==> config.mk <==
export PLATFORM = sky130hd
export DESIGN_NAME = ex_mult
export DESIGN_NICKNAME = d
export VERILOG_FILES = /design/src/rtl/ex_mult.sv
export SDC_FILE = /design/constraint.sdc
export NUM_CORES = 1
export LEC_CHECK = 0
export ABC_AREA = 1
export ABC_CLOCK_PERIOD_IN_PS = 4000
export CAP_MARGIN = 5
export CELL_PAD_IN_SITES_DETAIL_PLACEMENT = 1
export CELL_PAD_IN_SITES_GLOBAL_PLACEMENT = 1
export CORE_MARGIN = 2
export CORE_UTILIZATION = 35
export DETAILED_ROUTE_END_ITERATION = 16
export PLACE_DENSITY_LB_ADDON = 0.1
export RECOVER_POWER = 25
export SYNTH_ARGS = -nofsm -noshare
export SYNTH_HDL_FRONTEND = slang
export SYNTH_SLANG_ARGS = --single-unit
==> constraint.sdc <==
create_clock -name clk -period 4 [get_ports clk]
set_clock_uncertainty 0.2 [all_clocks]
set_input_delay 0.8 -clock clk [delete_from_list [all_inputs] [get_ports clk]]
set_output_delay 0.8 -clock clk [all_outputs]
set_load 0.02 [all_outputs]
==> src/rtl/ex_mult.sv <==
// Iterative shift-add 32x32 multiplier for the EX stage: WIDTH add cycles on
// magnitudes, then a one-cycle DONE that applies the sign and strobes done.
module ex_mult #(
  parameter int WIDTH = 32,
  parameter int CNT_W = 6
) (
  input  logic             clk,
  input  logic             rst,
  input  logic             start,
  input  logic             signed_op,
  input  logic             flush,
  input  logic [WIDTH-1:0] opA,
  input  logic [WIDTH-1:0] opB,
  input  logic [4:0]       rd_d,
  output logic             busy,
  output logic             stall_req,
  output logic             done,
  output logic [WIDTH-1:0] prod_lo,
  output logic [WIDTH-1:0] prod_hi,
  output logic [4:0]       rd_q
);

  typedef enum logic [1:0] {IDLE, RUN, DONE} state_t;

  state_t               state, state_nxt;
  logic [2*WIDTH-1:0]   acc;
  logic [2*WIDTH-1:0]   add_term;
  logic [2*WIDTH-1:0]   result;
  logic [WIDTH-1:0]     mcand, mplier;
  logic [WIDTH-1:0]     abs_a, abs_b;
  logic [WIDTH-1:0]     lo_hold, hi_hold;
  logic [CNT_W-1:0]     cnt;
  logic                 neg;
  logic [4:0]           rd_hold, rd_res;
  logic                 issue;
  logic                 last_iter;

  assign issue     = (state == IDLE) && start && !flush;
  assign last_iter = (cnt == CNT_W'(WIDTH - 1));
  assign abs_a     = (signed_op && opA[WIDTH-1]) ? -opA : opA;
  assign abs_b     = (signed_op && opB[WIDTH-1]) ? -opB : opB;
  assign add_term  = mplier[0] ? ({{WIDTH{1'b0}}, mcand} << cnt) : '0;
  assign result    = neg ? -acc : acc;

  always_ff @(posedge clk) begin
    if (rst) begin
      state   <= IDLE;
      acc     <= '0;
      mcand   <= '0;
      mplier  <= '0;
      cnt     <= '0;
      neg     <= 1'b0;
      rd_res  <= '0;
      rd_hold <= '0;
      lo_hold <= '0;
      hi_hold <= '0;
    end else begin
      state <= state_nxt;
      case (state)
        IDLE: begin
          if (issue) begin
            mcand  <= abs_a;
            mplier <= abs_b;
            neg    <= signed_op & (opA[WIDTH-1] ^ opB[WIDTH-1]);
            rd_res <= rd_d;
            acc    <= '0;
            cnt    <= '0;
          end
        end
        RUN: begin
          if (!flush) begin
            acc    <= acc + add_term;
            mplier <= mplier >> 1;
            cnt    <= cnt + CNT_W'(1);
          end
        end
        DONE: begin
          // Latch the delivered result so it persists after the strobe.
          if (!flush) begin
            lo_hold <= result[WIDTH-1:0];
            hi_hold <= result[2*WIDTH-1:WIDTH];
            rd_hold <= rd_res;
          end
        end
        default: ;
      endcase
    end
  end

  always_comb begin
    state_nxt = state;
    case (state)
      IDLE:    if (issue) state_nxt = RUN;
      RUN:     if (flush) state_nxt = IDLE;
               else if (last_iter) state_nxt = DONE;
      DONE:    state_nxt = IDLE;
      default: state_nxt = IDLE;
    endcase
  end

  assign busy      = (state != IDLE);
  assign stall_req = issue || (state == RUN);
  assign done      = (state == DONE) && !flush;
  // A flush in DONE suppresses the strobe and leaves the old result visible.
  assign prod_lo   = done ? result[WIDTH-1:0]       : lo_hold;
  assign prod_hi   = done ? result[2*WIDTH-1:WIDTH] : hi_hold;
  assign rd_q      = done ? rd_res                  : rd_hold;

endmodule

==> flow_summary.yaml, run 1 <==
outcome:
  outcome: "finished, final reports clean"
grt:
  grt_pass1_vias: 26000
  grt_pass1_wl_um: 150000
  grt_max_degree: 62
  track_usage: 0.344
  antenna_found_initial: 2
  overflow: 0
pwr:
  p_sw_frac: 0.304
  clock_power_share: 0.445
  power_density_nw_per_um2: 205
  p_seq_frac: 0.385
  power.switching_mw: 1.73
  peakVddDrop_mv: 0.216
  intPower_mw: 3.95
  total_power_mw: 5.68
  p_leak_nw: 13.2
  p_comb_frac: 0.170
drt:
  routed_wl_um: 103000
  dr.pass1.iters: 5
  vias: 25400
  wl_per_cell_um: 22.2
  post-route-drc-count: 0
  drtIter0Drc: 1516
  antenna_left: 0
  detail_route.vias_per_cell: 5.50
critical_path:
  crit_chain: "inv_1 > nand4_1 > nor2_2 > nand2_1 > nor2_4 > buf_4 > nand3_1 > nand2_1 > buf_4 > xor2_1 > o21ai_1 > dlygate4sd2_1"
  rrSetupSlack_ps: 30
  reg2reg_depth: 25
  slowest_stage: "dfxtp_4"
  r2r-end: "acc[43]"
  crit_start: "acc[21]"
  start_kind: "register"
  r2r-start: "cnt[0]"
  worstSetupPathType: "register to primary output"
  cp.required_ps: 3000
  arrival_ps: 2980
  critPathMaxFanout: 5
  cp-end-kind: "primary output"
  cpPeakStageDelay_ps: 400
  crit_end: "prod_hi[13]"
synth:
  synthArstFlopShare: 0
  synth_adder_area_share: 0.0448
  synth_compound_area_frac: 0.190
  synth_edf_count: 0
  synth_ff_type: "dfxtp_1"
  synth_area_leader_cell: "dfxtp_1"
  synth-seq-cells: 211
  synthTopCellsByArea: "dfxtp_1, nand2_1, inv_1, nor2_1, nand3_1"
  synth.cell_area_um2: 19200
  ys_types: 61
  yosys.area.top_type_share: 0.220
  syn_nets: 3512
  yosys_warnings: 0
  ys_seq_area_frac: 0.220
  synth.most_common_cell: "nand2_1"
  synth-xor-area-share: 0.0261
  synth_common_cells: "nand2_1, inv_1, nor2_1"
  syn_avg_cell_area_um2: 5.68
  synth_top_family_by_area: "simple AND/OR/NAND/NOR gates"
  muxShareOfSynthArea: 0.00105
  synth_cells: 3370
  synth_simple_gate_area_share: 0.410
floorplan:
  dieArea_um2: 56600
  start_util: 0.355
  io_pins: 146
  row_count: 85
  core_um2: 53900
  chipWidth_um: 238
  dieHeight_um: 238
clocking:
  cts_tree: "built"
  numCtsBuffers: 29
  cts_htree_levels: 1
  clock_path_buffers: 3
  clk_latency_ps: 590
  cts_root_buffer: "clkbuf_16"
  cts.sinks: 211
  clkTransAtPathRegs_ps: 60
  ctsHoldBuffers: 0
sta:
  slew_violations: 0
  worst_pin_slew_ps: 1290
  setup_viol: 0
  grt_setup_unrepaired: "true"
  fmax_mhz: 251
  finalHoldViolCount: 0
  finalCriticalPeriod_ps: 3980
  finalCritPeriodShare: 0.996
  fin_ws_ps: 17.5
  fin_setup_tns_ps: 0
  relSlewSlack: 0.143
finish:
  drive_gt1_frac: 0.276
  fill_cells: 7287
  antenna_cells: 0
  syn2layout_area_growth_pct: 44.9
  final_util: 0.515
  final_area_um2: 27800
  final_nets: 4052
place:
  hpwl_um: 82100
  place_area_um2: 24500
  dp_slack_ps: -494
  io_buffers: 145
  routabilityCongestion: 1.03
job:
  max_cap_violations: 0
hold_path:
  hold_class: "register to register"
==> how the worst min path moves through the flow <==
stage | from | endpoint | cells past startpoint
final | mplier[31] | mplier[31] | 2
after global routing | mplier[11] | mplier[10] | 2
after CTS | mplier[31] | mplier[31] | 2
after detailed placement | mplier[31] | mplier[31] | 2
after global placement | mplier[11] | mplier[10] | 2
after floorplan | mplier[11] | mplier[10] | 2
==> final cells by class <==
cell class	instances	area, um^2	share of cell area
Multi-Input combinational cell	2625	14900	0.535
Timing Repair Buffer	631	5300	0.191
Sequential cell	211	4250	0.153
Inverter	411	1560	0.0563
Tap cell	696	871	0.0314
Clock buffer	39	823	0.0297
Clock inverter	12	81.3	0.00293
Timing Repair inverter	1	8.76	0.000316
==> flip-flops by register name, summed over array words and instances (netlist names) <==
register  count
acc          64
hi_hold      32
lo_hold      32
mcand        32
mplier       32
cnt           6
rd_hold       5
rd_res        5
state         2
neg           1
==> cell usage in the layout (no fill, tap or decap), types with 43 or more instances in the layout <==
cell type,instances
a21oi_1,209
a21oi_2,46
o21ai_2,60
nor2_1,287
nand4_1,43
nor2_2,86
inv_1,371
o21ai_1,72
nand2_2,82
clkdlybuf4s50_1,83
dfxtp_1,194
xor2_1,47
nand3_1,236
o21ai_0,122
nand2_1,903
buf_4,459
==> through the flow <==
step,instances,hold slack (ps)
floorplan,3370,245
global placement,4528,255
detailed placement,4528,260
CTS,4595,269
global route,4626,293
finish,4626,263
==> metal layers <==
layer	vias up	share of wire	wire length [um]	global-route usage
met3	317	0.046	4700	0.0361
met2	758	0.47	48300	0.600
met1	12300	0.40	41400	0.404
li1	12100	-	-	-
met4	2	0.079	8120	0.212
met5	-	0.00012	12	0
==> cell families after synthesis <==
logic type | count (synthesis)
simple gates | 1845
compound gates | 653
buf+inv | 534
flops | 211
fa+ha+maj | 68
xor+xnor | 57
mux | 2
==> worst max-delay path: cells and delay by family, from the launching register on <==
| family | cells | cell delay (ps) |
|---|---|---|
| AND/OR/NAND/NOR | 6 | 880 |
| flip-flops | 1 | 400 |
| AO/OA/AOI/OAI | 1 | 110 |
| buffers and inverters | 4 | 720 |
| XOR/XNOR | 1 | 260 |
==> power by group through the flow <==
stage	clock network [mW]	logic, mW	registers (mW)
floorplan	0	0.452	2.22
global placement	0	0.838	2.23
detailed placement	0	0.859	2.23
CTS	2.59	0.886	2.19
global route	2.66	1.04	2.19
finish	2.53	0.965	2.19
==> repair_timing <==
item / in CTS / in global routing
pin swaps: 13 / 81
endpoints found under the setup margin: 99 / 94
setup buffers: 16 / 29
gates cloned: 0 / 2
resized for setup: 222 / 493
No activity file was read; power rests on OpenSTA's default activity.
==> inputs of run 2 (changes only) <==
--- a/config.mk
+++ b/config.mk
@@ -6,7 +6,6 @@
 export NUM_CORES = 1
 export LEC_CHECK = 0
 export ABC_AREA = 1
-export ABC_CLOCK_PERIOD_IN_PS = 4000
 export CAP_MARGIN = 5
 export CELL_PAD_IN_SITES_DETAIL_PLACEMENT = 1
 export CELL_PAD_IN_SITES_GLOBAL_PLACEMENT = 1
==> results of run 2 <==
Final layout, timing and power as in run 1 (identical DEF).
